$ cat src/rtl/p_enc_scan_nxm.sv
// p_enc_scan_nxm
// Sequential priority encoder. A request vector D is taken over a valid/ready
// handshake. The index of every set bit is then emitted, one per output
// handshake, in priority order. The highest set bit goes first when
// MSB_FIRST=1, and the lowest set bit goes first otherwise. Each served bit is
// cleared as it is emitted. An all-zero vector produces a single beat with v=0.
//
// Ports
//   clk        rising-edge clock
//   rst_n      asynchronous active-low reset
//   in_valid   D is valid
//   in_ready   block can accept a new vector
//   D          N-bit request vector
//   out_valid  Q/v/last/remaining are valid
//   out_ready  consumer accepts the current beat
//   Q          index of the current highest-priority pending bit
//   v          1 = Q is a real request, 0 = the accepted vector was all-zero
//   last       current beat is the final beat for this vector
//   remaining  set bits still pending, including the current beat

module p_enc_scan_nxm #(
    parameter  int N         = 8,
    parameter  bit MSB_FIRST = 1'b1,
    localparam int W         = $clog2(N)
) (
    input  logic         clk,
    input  logic         rst_n,
    input  logic         in_valid,
    output logic         in_ready,
    input  logic [N-1:0] D,
    output logic         out_valid,
    input  logic         out_ready,
    output logic [W-1:0] Q,
    output logic         v,
    output logic         last,
    output logic [W:0]   remaining
);

    typedef enum logic [1:0] {
        IDLE = 2'd0,
        SCAN = 2'd1,
        ZERO = 2'd2
    } state_t;

    state_t         state_q,     state_d;
    logic [N-1:0]   pending_q,   pending_d;
    logic [W:0]     remaining_q, remaining_d;

    logic [W-1:0]   scan_idx;
    logic [W:0]     d_count;
    logic           accept;
    logic           fire;

    // Priority pick over the pending bits. The loop lets the winning bit
    // overwrite any lower-priority match, so the scan direction sets the order.
    always_comb begin
        scan_idx = '0;
        if (MSB_FIRST) begin
            for (int i = 0; i < N; i++) begin
                if (pending_q[i]) scan_idx = W'(i);
            end
        end else begin
            for (int i = N - 1; i >= 0; i--) begin
                if (pending_q[i]) scan_idx = W'(i);
            end
        end
    end

    // Population count of the incoming vector. It loads the beat counter on accept.
    always_comb begin
        d_count = '0;
        for (int i = 0; i < N; i++) begin
            d_count = d_count + (W+1)'(D[i]);
        end
    end

    // The outputs depend only on registered state. in_ready also opens on the
    // final beat, so that a new vector can load on the same edge without a
    // bubble. This is the only path from out_ready to in_ready.
    always_comb begin
        out_valid = (state_q != IDLE);
        v         = (state_q == SCAN);
        Q         = '0;
        last      = 1'b0;
        remaining = '0;
        if (state_q == SCAN) begin
            Q         = scan_idx;
            last      = (remaining_q == (W+1)'(1));
            remaining = remaining_q;
        end else if (state_q == ZERO) begin
            last      = 1'b1;
        end
        in_ready = (state_q == IDLE) | (out_valid & out_ready & last);
    end

    assign accept = in_valid & in_ready;
    assign fire   = out_valid & out_ready;

    // Next-state logic. An accept can only happen in IDLE or on the final
    // beat. In both cases the freshly sampled vector overrides the advance.
    always_comb begin
        state_d     = state_q;
        pending_d   = pending_q;
        remaining_d = remaining_q;

        case (state_q)
            IDLE: ;
            SCAN: begin
                if (fire) begin
                    pending_d   = pending_q & ~(N'(1) << scan_idx);
                    remaining_d = remaining_q - (W+1)'(1);
                    if (last) state_d = IDLE;
                end
            end
            ZERO: begin
                if (fire) state_d = IDLE;
            end
            default: state_d = IDLE;
        endcase

        if (accept) begin
            if (D != '0) begin
                state_d     = SCAN;
                pending_d   = D;
                remaining_d = d_count;
            end else begin
                state_d     = ZERO;
                pending_d   = '0;
                remaining_d = '0;
            end
        end
    end

    // State registers. Reset discards any scan that is in flight.
    always_ff @(posedge clk or negedge rst_n) begin
        if (!rst_n) begin
            state_q     <= IDLE;
            pending_q   <= '0;
            remaining_q <= '0;
        end else begin
            state_q     <= state_d;
            pending_q   <= pending_d;
            remaining_q <= remaining_d;
        end
    end

endmodule

$ cat config.mk
export PLATFORM = sky130hd
export DESIGN_NAME = p_enc_scan_nxm
export DESIGN_NICKNAME = d
export VERILOG_FILES = /design/src/rtl/p_enc_scan_nxm.sv
export SDC_FILE = /design/constraint.sdc
export NUM_CORES = 1
export LEC_CHECK = 0
export BUFFER_PORTS_ARGS = -buffer_cell sky130_fd_sc_hd__buf_2
export CORE_AREA = 2 2 54 56
export CTS_BUF_LIST = sky130_fd_sc_hd__clkbuf_8
export DETAILED_ROUTE_END_ITERATION = 16
export DIE_AREA = 0 0 56 58
export PLACE_DENSITY = 0.63
export SETUP_SLACK_MARGIN = 0.1
export SKIP_CTS_REPAIR_TIMING = 1
export SLEW_MARGIN = 25
export SYNTH_ARGS = -nofsm -noshare
export SYNTH_HDL_FRONTEND = slang
export SYNTH_SLANG_ARGS = --single-unit
$ cat constraint.sdc
create_clock -name clk -period 1.5 [get_ports clk]
set_clock_uncertainty 0.1 [all_clocks]
set_input_delay 0.375 -clock clk [delete_from_list [all_inputs] [get_ports clk]]
set_output_delay 0.375 -clock clk [all_outputs]
set_load 0.01 [all_outputs]
==> results of run 1 <==
## sequential cells by signal, indices dropped and copies added (netlist names)
| name | count |
|---|---|
| pending_q | 7 |
| state_q | 2 |
| remaining_q | 4 |
## power by group
group | total (mW) | internal, mW | switching (mW)
combinational | 1.81 | 0.980 | 0.829
sequential | 0.630 | 0.494 | 0.137
clock | 0.296 | 0.182 | 0.114
## cell type report
type / instances / share of cell area [%]
clock buffer: 3 / 2.52
tap: 31 / 2.37
multi-input combinational: 82 / 44.6
timing repair buffer: 58 / 26.0
sequential: 13 / 19.9
clock inverter: 1 / 0.305
inverter: 18 / 4.35
## layout by cell type (no fill, tap or decap), drive strengths merged, types with 4 or more instances in the layout
cell type	synthesis	final
a21o	4	4
ha	6	6
buf	4	57
nand2	13	13
o21ai	12	12
dfrtp	13	13
fa	4	4
nor4	4	4
nor3	4	4
nor2	4	4
inv	18	17
## critical path, delay by kind of cell
family	cells	cell delay [ns]
fa+ha+maj	5	2.20
buf+inv	4	0.27
simple gates	2	0.15
## stage by stage
step | util, % | cell area, µm² | hold slack (ns) | TNS (ns)
2_1_floorplan | - | 1100 | -0.0206 | -4.97
3_3_place_gp | 54.6 | 1450 | 0.165 | -6.11
3_5_place_dp | 54.6 | 1450 | 0.171 | -6.54
4_1_cts | 56.3 | 1500 | -0.0839 | -7.71
5_1_grt | 61.6 | 1640 | 0.387 | -10.16
6_report | 61.6 | 1640 | 0.369 | -8.10
## layer usage
metal  GRT usage, %  routed length, µm  vias up
met3           1.56                114        4
met1           21.0               1140      508
met4           4.08                 34        0
li1               -                  -      525
met2           30.3               1390       29
met5              0                  0        -
## kinds of logic (layout without fill, tap and decap cells)
logic type,count (synthesis),after routing
buffers and inverters,22,80
AOI/OAI and AO/OA,29,29
DFF,13,13
and+or+nand+nor,39,39
adders and majority gates,10,10
xor gates and xnor gates,3,3
muxes,1,1
## how the worst min path moves through the flow
stage,start,to,slack [ns],depth (start not counted)
global placement,rst_n,pending_q[2],0.16,1
global route,D[7],pending_q[7],0.39,3
floorplan,rst_n,pending_q[1],-0.02,0
finish,D[6],pending_q[6],0.37,4
detailed placement,rst_n,pending_q[1],0.17,1
CTS,rst_n,pending_q[1],-0.08,1
==> metrics.md, run 1 <==
| Metric | Value |
|---|---|
| First-pass GRT wire length | `4370 µm` |
| Share of the synthesized area in the top cell type | `slightly above 30%` |
| DPL Wire Length | `roughly 2100 µm` |
| Cell taking the most area after synthesis | `dfrtp_1` |
| Cell leakage power | `0.816 nW` |
| FF-to-FF setup slack | `-0.27 ns` |
| Crit. Startpoint | `D[3]` |
| Maxcap violations | `0` |
| Final worst slack | `-1.47 ns` |
| CP Launch Type | `input port` |
| Die area | `3250 µm²` |
| Post-DR vias/cell | `5.17` |
| Port bufs | `22` |
| Status | `finished, violations left` |
| CTS Root Cell | `clkbuf_8` |
| Period utilization | `198%` |
| Final hold viol count | `0` |
| TritonRoute pass-1 iters | `4` |
| Routability cong. | `0.838` |
| Max Clk Rate | `0.337 GHz` |
| Critical Path End | `remaining_q[1]` |
| Die X | `between 50 and 60 µm` |
| XOR/XNOR Fraction of Synth Area | `2.49%` |
| Vias in the first global route | `1006` |
| Area occupied by multi-input gates | `around 730 µm²` |
| Critical Path RT | `around 1.5 ns` |
| Post-Route WL | `2680 µm` |
| Area occupied by registers | `327 µm²` |
| Crit end category | `flop` |
| P per Cell Area | `1670 nW/µm²` |
| Crit-path max FO | `2` |
| Inserted Clock Buffers | `3` |
| Synthesized flop and latch total | `13` |
| Final min period | `2.97 ns` |
| Buffer levels on the longest clock path | `2` |
| Worst path cell trace | `buf_6, fa_1, inv_2, fa_1, fa_1, inv_2, ha_4, inv_2, fa_2, nand3b_1, nand2_1` |
| Largest net degree at the start of global routing | `15` |
| Synthesized netlist cell count | `117` |
| Worst-Margin Slew | `0.375 ns` |
| CP arrival | `2.99 ns` |
| Layout area overhead | `55.0%` |
| H-tree levels | `1` |
| Setup WS pre-CTS | `-1.65 ns` |
| Pins Over Slew Limit | `0` |
| Unrepaired setup endpoints after global routing | `true` |
| Overall via count from detail_route | `around 1100` |
| Distinct cell type count after synthesis | `38` |
| Worst reg2reg endpoint | `remaining_q[3]` |
| Starting Density | `39.7%` |
| Worst reg-to-reg path cell count | `8` |
| Layout cells sized above 1 | `49.7%` |
| Worst r2r src | `remaining_q[1]` |
| Clk_lat worst skew | `0.23 ns` |
| Asr flop ratio synth | `100%` |
| Crit path kind | `input port to flop` |
| Core Box Area | `2660 µm²` |
| Commonest cells post-synth | `inv_1 (18), dfrtp_1 (13), nand2_1 (13), o21ai_0 (11), ha_1 (6)` |
| Post-Synth Adder-Cell Area | `14.7%` |
| Most common cell in the netlist | `inv_1` |
| YS warnings | `0` |
| Compound-Gate Fraction of Synth Area | `20.0%` |
| Mapped cell area | `~1100 µm²` |
| Cells after DPL | `a little under 200` |
| Sink count of the clock tree | `13` |
| Drc violations | `0` |
| Nets | `198` |
| Tot Pwr | `2.74 mW` |
| Initial antenna violation count | `0` |
| Final setup violating endpoints | `23` |
| Seq/Total Area, Yosys | `30.8%` |
| Drt wl/cell | `13.0 µm` |
| Starting DRC count in detailed routing | `22` |
| Total grt overflow | `0` |
| Hold Crit Class | `input port to flop` |
| Ant. Diodes | `0` |
| Row count | `19` |
| Failing checks | `setup timing` |
| CTS tree | `built` |
| Worst relative slew slack | `74.8%` |
| Gr usage total | `between 10% and 20%` |
| Synth top area cells | `dfrtp_1 (31%), fa_1 (7.6%), ha_1 (7.1%), inv_1 (6.4%), o21ai_0 (5.2%)` |
| Filler instances | `239` |
| Largest family of logic cells by synthesized area | `simple AND/OR/NAND/NOR gates` |
| Post-synth EDFFs | `0` |
| Simple-gate share of the synthesized area | `21.7%` |
| Top_reg_cell synth | `dfrtp_1` |
| # IOs | `23` |
| Peak supply drop | `0.901 mV` |
| DRT antenna net count | `0` |
| Multiplexer area fraction after synthesis | `less than 1%` |
| Syn Nets | `around 140` |
| Avg Cell Area, Syn | `9.04 µm²` |
| Final non-filler cell total | `206` |
| CP max-delay cell | `fa_1` |
| Die outline height | `58 µm` |
| Clock Pin Slew Worst Setup and Hold Paths | `roughly 0.06 ns` |
| CP max stage delay | `0.55 ns` |
Power figures use the tool's default switching activity.
==> run 2: changes to the inputs <==
--- a/config.mk
+++ b/config.mk
@@ -6,11 +6,11 @@
 export NUM_CORES = 1
 export LEC_CHECK = 0
 export BUFFER_PORTS_ARGS = -buffer_cell sky130_fd_sc_hd__buf_2
-export CORE_AREA = 2 2 54 56
+export CORE_AREA = 2 2 44 67
 export CTS_BUF_LIST = sky130_fd_sc_hd__clkbuf_8
 export DETAILED_ROUTE_END_ITERATION = 16
-export DIE_AREA = 0 0 56 58
-export PLACE_DENSITY = 0.63
+export DIE_AREA = 0 0 46 69
+export PLACE_DENSITY = 0.64
 export SETUP_SLACK_MARGIN = 0.1
 export SKIP_CTS_REPAIR_TIMING = 1
 export SLEW_MARGIN = 25
==> run 2 against run 1 <==
Against the previous run:
- the flow still finishes with violations (setup timing)
- via count up 0.47%
- global-route usage up 2.1 points
- non-clock buffer count down 5
- critical path depth up 1
- register-to-register slack about the same
- design area up 2.9%
- highest routed layer unchanged
==> metrics.md, run 2 (synthesis results as in run 1) <==
| Metric | Value |
|---|---|
| Crit-path max FO | `2 (unchanged)` |
| First-pass GRT wire length | `4350 µm (was 4370 µm)` |
| Pins Over Slew Limit | `0 (unchanged)` |
| Port bufs | `22 (unchanged)` |
| Die X | `46 µm (was 56 µm)` |
| Layout cells sized above 1 | `49.4% (was 49.7%)` |
| Unrepaired setup endpoints after global routing | `true (unchanged)` |
| Total grt overflow | `0 (unchanged)` |
| Leading cell types in the layout, fill and taps excluded | `buf_2 (20), buf_4 (18), inv_1 (14) (was buf_4 (31), buf_2 (19), inv_1 (12), dfrtp_1 (12), nand2_1 (11))` |
| Buffer levels on the longest clock path | `2 (unchanged)` |
| Core Box Area | `2590 µm² (was 2660 µm²)` |
| Hold Crit Class | `input port to flop (unchanged)` |
| Ant. Diodes | `0 (unchanged)` |
| Area occupied by registers | `325 µm² (was 327 µm²)` |
| Cells after DPL | `183 (was 196)` |
| CTS tree | `built (unchanged)` |
| Maxcap violations | `0 (unchanged)` |
| CP max-delay cell | `fa_1 (unchanged)` |
| Worst r2r src | `remaining_q[1] (unchanged)` |
| Worst-Margin Slew | `0.337 ns (was 0.375 ns)` |
| Die area | `3170 µm² (was 3250 µm²)` |
| Status | `finished, violations left (unchanged)` |
| H-tree levels | `1 (unchanged)` |
| Post-route design area | `1690 µm² (was 1640 µm²)` |
| Failing checks | `setup timing (unchanged)` |
| Top reg by flops | `pending_q (unchanged)` |
| CP max stage delay | `0.54 ns (was 0.55 ns)` |
| Initial antenna violation count | `0 (unchanged)` |
| Crit. Startpoint | `D[0] (was D[3])` |
| Clock Pin Slew Worst Setup and Hold Paths | `0.05 ns (was 0.06 ns)` |
| Vias in the first global route | `1001 (was 1006)` |
| Placed cell areas | `1390 µm² (was 1450 µm²)` |
| Peak supply drop | `0.723 mV (was 0.901 mV)` |
| Most used cell, CP | `fa_1` |
| Starting DRC count in detailed routing | `19 (was 22)` |
| Gr usage total | `18.6% (was 16.5%)` |
| Row count | `23 (was 19)` |
| Final setup violating endpoints | `23 (unchanged)` |
| Max FFs per register | `7 (unchanged)` |
| Post-DR vias/cell | `5.49 (was 5.17)` |
| Overall via count from detail_route | `1071 (was 1066)` |
| Filler instances | `226 (was 239)` |
| DRT antenna net count | `0 (unchanged)` |
| Drc violations | `0 (unchanged)` |
| P per Cell Area | `1660 nW/µm² (was 1670 nW/µm²)` |
| Crit end category | `flop (unchanged)` |
| Largest regs | `pending_q: 7 flops, remaining_q: 4 flops, state_q: 2 flops (unchanged)` |
| # IOs | `23 (unchanged)` |
| DPL Wire Length | `2030 µm (was 2070 µm)` |
| Max Clk Rate | `0.351 GHz (was 0.337 GHz)` |
| Post-Route WL | `2940 µm (was 2680 µm)` |
| Worst relative slew slack | `77.3% (was 74.8%)` |
| Starting Density | `40.8% (was 39.7%)` |
| Nets | `193 (was 198)` |
| Worst path cell trace | `buf_6, fa_1, inv_1, fa_1, fa_1, inv_2, ha_4, inv_2, fa_1, xnor2_1, nand3_1, o21ai_0 (was buf_6, fa_1, inv_2, fa_1, fa_1, inv_2, ha_4, inv_2, fa_2, nand3b_1, nand2_1)` |
| Final min period | `2.85 ns (was 2.97 ns)` |
| Final hold viol count | `0 (unchanged)` |
| CTS Root Cell | `clkbuf_8 (unchanged)` |
| Layout area overhead | `59.5% (was 55.0%)` |
| Largest net degree at the start of global routing | `22 (was 15)` |
| Die outline height | `69 µm (was 58 µm)` |
| TritonRoute pass-1 iters | `4 (unchanged)` |
| Period utilization | `190% (was 198%)` |
| Critical Path RT | `1.53 ns (was 1.52 ns)` |
| Cell leakage power | `0.850 nW (was 0.816 nW)` |
| Fin Setup TNS | `-8.54 ns (was -8.10 ns)` |
| Drt wl/cell | `15.1 µm (was 13.0 µm)` |
| Commonest non-fill, non-tap cell in the layout | `buf_2 (was buf_4)` |
| Area occupied by multi-input gates | `773 µm² (was 731 µm²)` |
| Hold Path Origin | `D[3] (was D[6])` |
| Clk_lat worst skew | `0.24 ns (was 0.23 ns)` |
| Crit path kind | `input port to flop (unchanged)` |
| Sink count of the clock tree | `13 (unchanged)` |
| Final worst slack | `-1.35 ns (was -1.47 ns)` |
| Inserted Clock Buffers | `3 (unchanged)` |
| Routability cong. | `0.749 (was 0.838)` |
| CP Launch Type | `input port (unchanged)` |
| Tot Pwr | `2.79 mW (was 2.74 mW)` |
| CP arrival | `2.87 ns (was 2.99 ns)` |
| Final non-filler cell total | `195 (was 206)` |
-- run 2: cell count changes in the layout (fill, tap and decap cells not counted), sizes merged --
cell	before	now
buf	57	50
clkbuf	3	5
inv	17	19
clkinv	1	0
clkinvlp	1	0
-- run 2: layout make-up --
| class | instances | share of cell area [%] |
|---|---|---|
| Clock buffer | 3 | 2.45 |
| Clock inverter | 1 | 0.223 |
| Inverter | 18 | 4.30 |
| Multi-Input combinational cell | 82 | 45.8 |
| Sequential cell | 13 | 19.3 |
| Tap cell | 25 | 1.85 |
| Timing Repair Buffer | 53 | 26.0 |
-- run 2: final timing paths --
path,to,cells after the start,slack [ns]
setup reg to reg,remaining_q[2],8,-0.27
setup / recovery,remaining_q[2],12,-1.35
hold reg to reg,pending_q[1],2,0.44
hold / removal,pending_q[3],4,0.35
min in group asynchronous,pending_q[1],2,0.45
max in group asynchronous,remaining_q[0],2,0.63
-- run 2: worst max-delay path, delay by kind of cell --
kind / cells / cell delay (ns)
fa+ha+maj: 5 / 1.95
buf+inv: 4 / 0.27
xor+xnor: 1 / 0.13
simple gates: 1 / 0.08
compound gates: 1 / 0.07
-- run 2: per-layer routing --
layer,vias to the layer above,wire length [µm],GRT usage [%]
met5,-,0,0
met4,0,80,9.52
met3,7,112,2.36
met2,29,1720,31.3
met1,524,1030,21.5
li1,511,-,-
-- run 2: where the power goes --
group | internal [mW] | total, mW | switching (mW) | leakage (nW)
clock | 0.181 | 0.306 | 0.126 | 0.0269
combinational | 0.965 | 1.83 | 0.863 | 0.658
sequential | 0.494 | 0.659 | 0.165 | 0.164
total | 1.64 | 2.79 | 1.15 | 0.850
-- run 2: through the flow --
stage / hold slack, ns / setup slack, ns / util (%)
detailed placement: 0.171 / -1.66 / 53.8
CTS: -0.0876 / -1.43 / 55.5
global route: 0.367 / -1.40 / 65.1
finish: 0.352 / -1.35 / 65.1
global placement: 0.169 / -1.58 / 53.8
floorplan: -0.0206 / -1.42 / -
==> run 3: changes to the inputs <==
--- a/config.mk
+++ b/config.mk
@@ -6,11 +6,11 @@
 export NUM_CORES = 1
 export LEC_CHECK = 0
 export BUFFER_PORTS_ARGS = -buffer_cell sky130_fd_sc_hd__buf_2
-export CORE_AREA = 2 2 44 67
+export CORE_AREA = 2 2 41 62
 export CTS_BUF_LIST = sky130_fd_sc_hd__clkbuf_8
 export DETAILED_ROUTE_END_ITERATION = 16
-export DIE_AREA = 0 0 46 69
-export PLACE_DENSITY = 0.64
+export DIE_AREA = 0 0 43 64
+export PLACE_DENSITY = 0.73
 export SETUP_SLACK_MARGIN = 0.1
 export SKIP_CTS_REPAIR_TIMING = 1
 export SLEW_MARGIN = 25
==> run 3 against run 2 <==
Against the previous run:
- the flow still finishes with violations (setup timing)
- die area decreased by 13%
- first-iteration DRC count up 21%
- largest power group unchanged
- global-route usage rose by 1.2 points
- sequential share of layout area up 0.82 points
- clock power fell by 4%
- highest routed layer unchanged
- sequential cell count stayed put
- worst hold slack worse by 0.0034 ns
- combinational power fell by 4%
- sequential power about the same
- design area is 3.7% lower
- register-to-register slack improved by 0.03 ns
- cell count is the same
==> metrics.md, run 3 (synthesis results as in run 1) <==
| Metric | Value |
|---|---|
| Layout area overhead | `53.6% (was 59.5%)` |
| FF-to-FF setup slack | `-0.24 ns (was -0.27 ns)` |
| Post-DR vias/cell | `5.38 (was 5.49)` |
| Post-Route WL | `2720 µm (was 2940 µm)` |
| Crit path kind | `input port to flop (unchanged)` |
| Critical Path RT | `1.53 ns (about the same)` |
| CP arrival | `2.89 ns (was 2.87 ns)` |
| Starting Density | `47.9% (was 40.8%)` |
| Peak supply drop | `0.802 mV (was 0.723 mV)` |
| Core Box Area | `2210 µm² (was 2590 µm²)` |
| Cell leakage power | `0.814 nW (was 0.850 nW)` |
| # IOs | `23 (unchanged)` |
| Vias in the first global route | `991 (was 1001)` |
| Die area | `2750 µm² (was 3170 µm²)` |
| Max Clk Rate | `0.350 GHz (was 0.351 GHz)` |
| Largest regs | `pending_q: 7 flops, remaining_q: 4 flops, state_q: 2 flops (unchanged)` |
| Final setup violating endpoints | `23 (unchanged)` |
| Top reg by flops | `pending_q (unchanged)` |
| Max FFs per register | `7 (unchanged)` |
| Failing checks | `setup timing (unchanged)` |
| Final hold viol count | `0 (unchanged)` |
| Crit end category | `flop (unchanged)` |
| Final worst slack | `-1.36 ns (was -1.35 ns)` |
| Commonest non-fill, non-tap cell in the layout | `buf_4 (was buf_2)` |
| Die outline height | `64 µm (was 69 µm)` |
| Hold Crit Class | `input port to flop (unchanged)` |
| Maxcap violations | `0 (unchanged)` |
| Routability cong. | `0.861 (was 0.749)` |
| Final non-filler cell total | `195 (unchanged)` |
| Layout cells sized above 1 | `50.6% (was 49.4%)` |
| DRT antenna net count | `0 (unchanged)` |
| P per Cell Area | `1670 nW/µm² (was 1660 nW/µm²)` |
| Drc violations | `0 (unchanged)` |
| Filler instances | `168 (was 226)` |
| Sink count of the clock tree | `13 (unchanged)` |
| Period utilization | `191% (was 190%)` |
| Leading cell types in the layout, fill and taps excluded | `buf_4 (27), buf_2 (19), inv_1 (13) (was buf_2 (20), buf_4 (18), inv_1 (14))` |
| Final min period | `2.86 ns (was 2.85 ns)` |
| First-pass GRT wire length | `4200 µm (was 4350 µm)` |
| CTS Root Cell | `clkbuf_8 (unchanged)` |
| Clk_lat worst skew | `0.24 ns (about the same)` |
| H-tree levels | `1 (unchanged)` |
| Status | `finished, violations left (unchanged)` |
| CTS tree | `built (unchanged)` |
| Inserted Clock Buffers | `3 (unchanged)` |
| CP Launch Type | `input port (unchanged)` |
| Total grt overflow | `0 (unchanged)` |
| Largest net degree at the start of global routing | `14 (was 22)` |
| Unrepaired setup endpoints after global routing | `true (unchanged)` |
| Pins Over Slew Limit | `0 (unchanged)` |
| Row count | `21 (was 23)` |
| Port bufs | `22 (unchanged)` |
| Setup WS pre-CTS | `-1.68 ns (was -1.66 ns)` |
| TritonRoute pass-1 iters | `4 (unchanged)` |
| Nets | `195 (was 193)` |
| Buffer levels on the longest clock path | `2 (unchanged)` |
| Hold WS | `0.349 ns (was 0.352 ns)` |
| Worst relative slew slack | `77.0% (was 77.3%)` |
| Cells after DPL | `183 (unchanged)` |
| Gr usage total | `19.8% (was 18.6%)` |
| Final core occ | `73.6% (was 65.1%)` |
| Ant. Diodes | `0 (unchanged)` |
| Clock Pin Slew Worst Setup and Hold Paths | `0.05 ns (about the same)` |
| Overall via count from detail_route | `1050 (was 1071)` |
| Starting DRC count in detailed routing | `23 (was 19)` |
| Initial antenna violation count | `0 (unchanged)` |
| Die X | `43 µm (was 46 µm)` |
| Worst-Margin Slew | `0.342 ns (was 0.337 ns)` |
| Drt wl/cell | `13.9 µm (was 15.1 µm)` |
| DPL Wire Length | `2070 µm (was 2030 µm)` |
| Crit-path max FO | `2 (unchanged)` |
## run 3: cell types whose count changed in the layout (fill, tap and decap cells not counted), sizes merged
cell	delta
inv	-1
buf	+4
clkbuf	-2
clkinvlp	+1
## run 3: worst paths after layout
kind | to | cells after the start | startpoint
min | pending_q[6] | 4 | D[6]
min reg2reg | pending_q[1] | 2 | pending_q[1]
max in group asynchronous | pending_q[4] | 2 | rst_n
max reg2reg | pending_q[4] | 8 | remaining_q[1]
max | remaining_q[1] | 11 | D[0]
min in group asynchronous | pending_q[4] | 2 | rst_n
## run 3: power by group
part / switching (mW) / internal [mW] / leakage, nW
Sequential: 0.166 / 0.496 / 0.163
Clock: 0.114 / 0.180 / 0.0269
Combinational: 0.835 / 0.928 / 0.625
Total: 1.11 / 1.60 / 0.814
## run 3: metrics by stage
step / area [µm²] / setup TNS, ns / power, mW
floorplan: 1100 / -4.97 / 1.59
global placement: 1390 / -6.11 / 2.08
detailed placement: 1390 / -6.88 / 2.14
CTS: 1440 / -8.23 / 2.45
global route: 1620 / -10.14 / 2.91
finish: 1620 / -8.52 / 2.72
## run 3: routing by layer
layer,GRT usage (%),vias to the layer above,wire length [µm]
li1,-,516,-
met1,20.6,491,1010
met2,38.3,35,1510
met3,0.847,8,102
met4,10.2,0,97
met5,0,-,0
## run 3: critical path, stage by stage
cell and delay [ns]:
buf_8 0.10, fa_1 0.54, inv_1 0.05, fa_1 0.51
fa_1 0.43, inv_2 0.08, ha_4 0.12, inv_2 0.03
fa_2 0.51, nand3b_1 0.10, nand2_1 0.05
## run 3: area by class of cell
class / count / area (µm²) / area share (%)
tap: 23 / 28.8 / 1.77
timing repair buffer: 55 / 402 / 24.7
inverter: 18 / 73.8 / 4.55
clock inverter: 1 / 3.75 / 0.231
clock buffer: 3 / 41.3 / 2.54
sequential: 13 / 327 / 20.1
multi-input combinational: 82 / 748 / 46.1
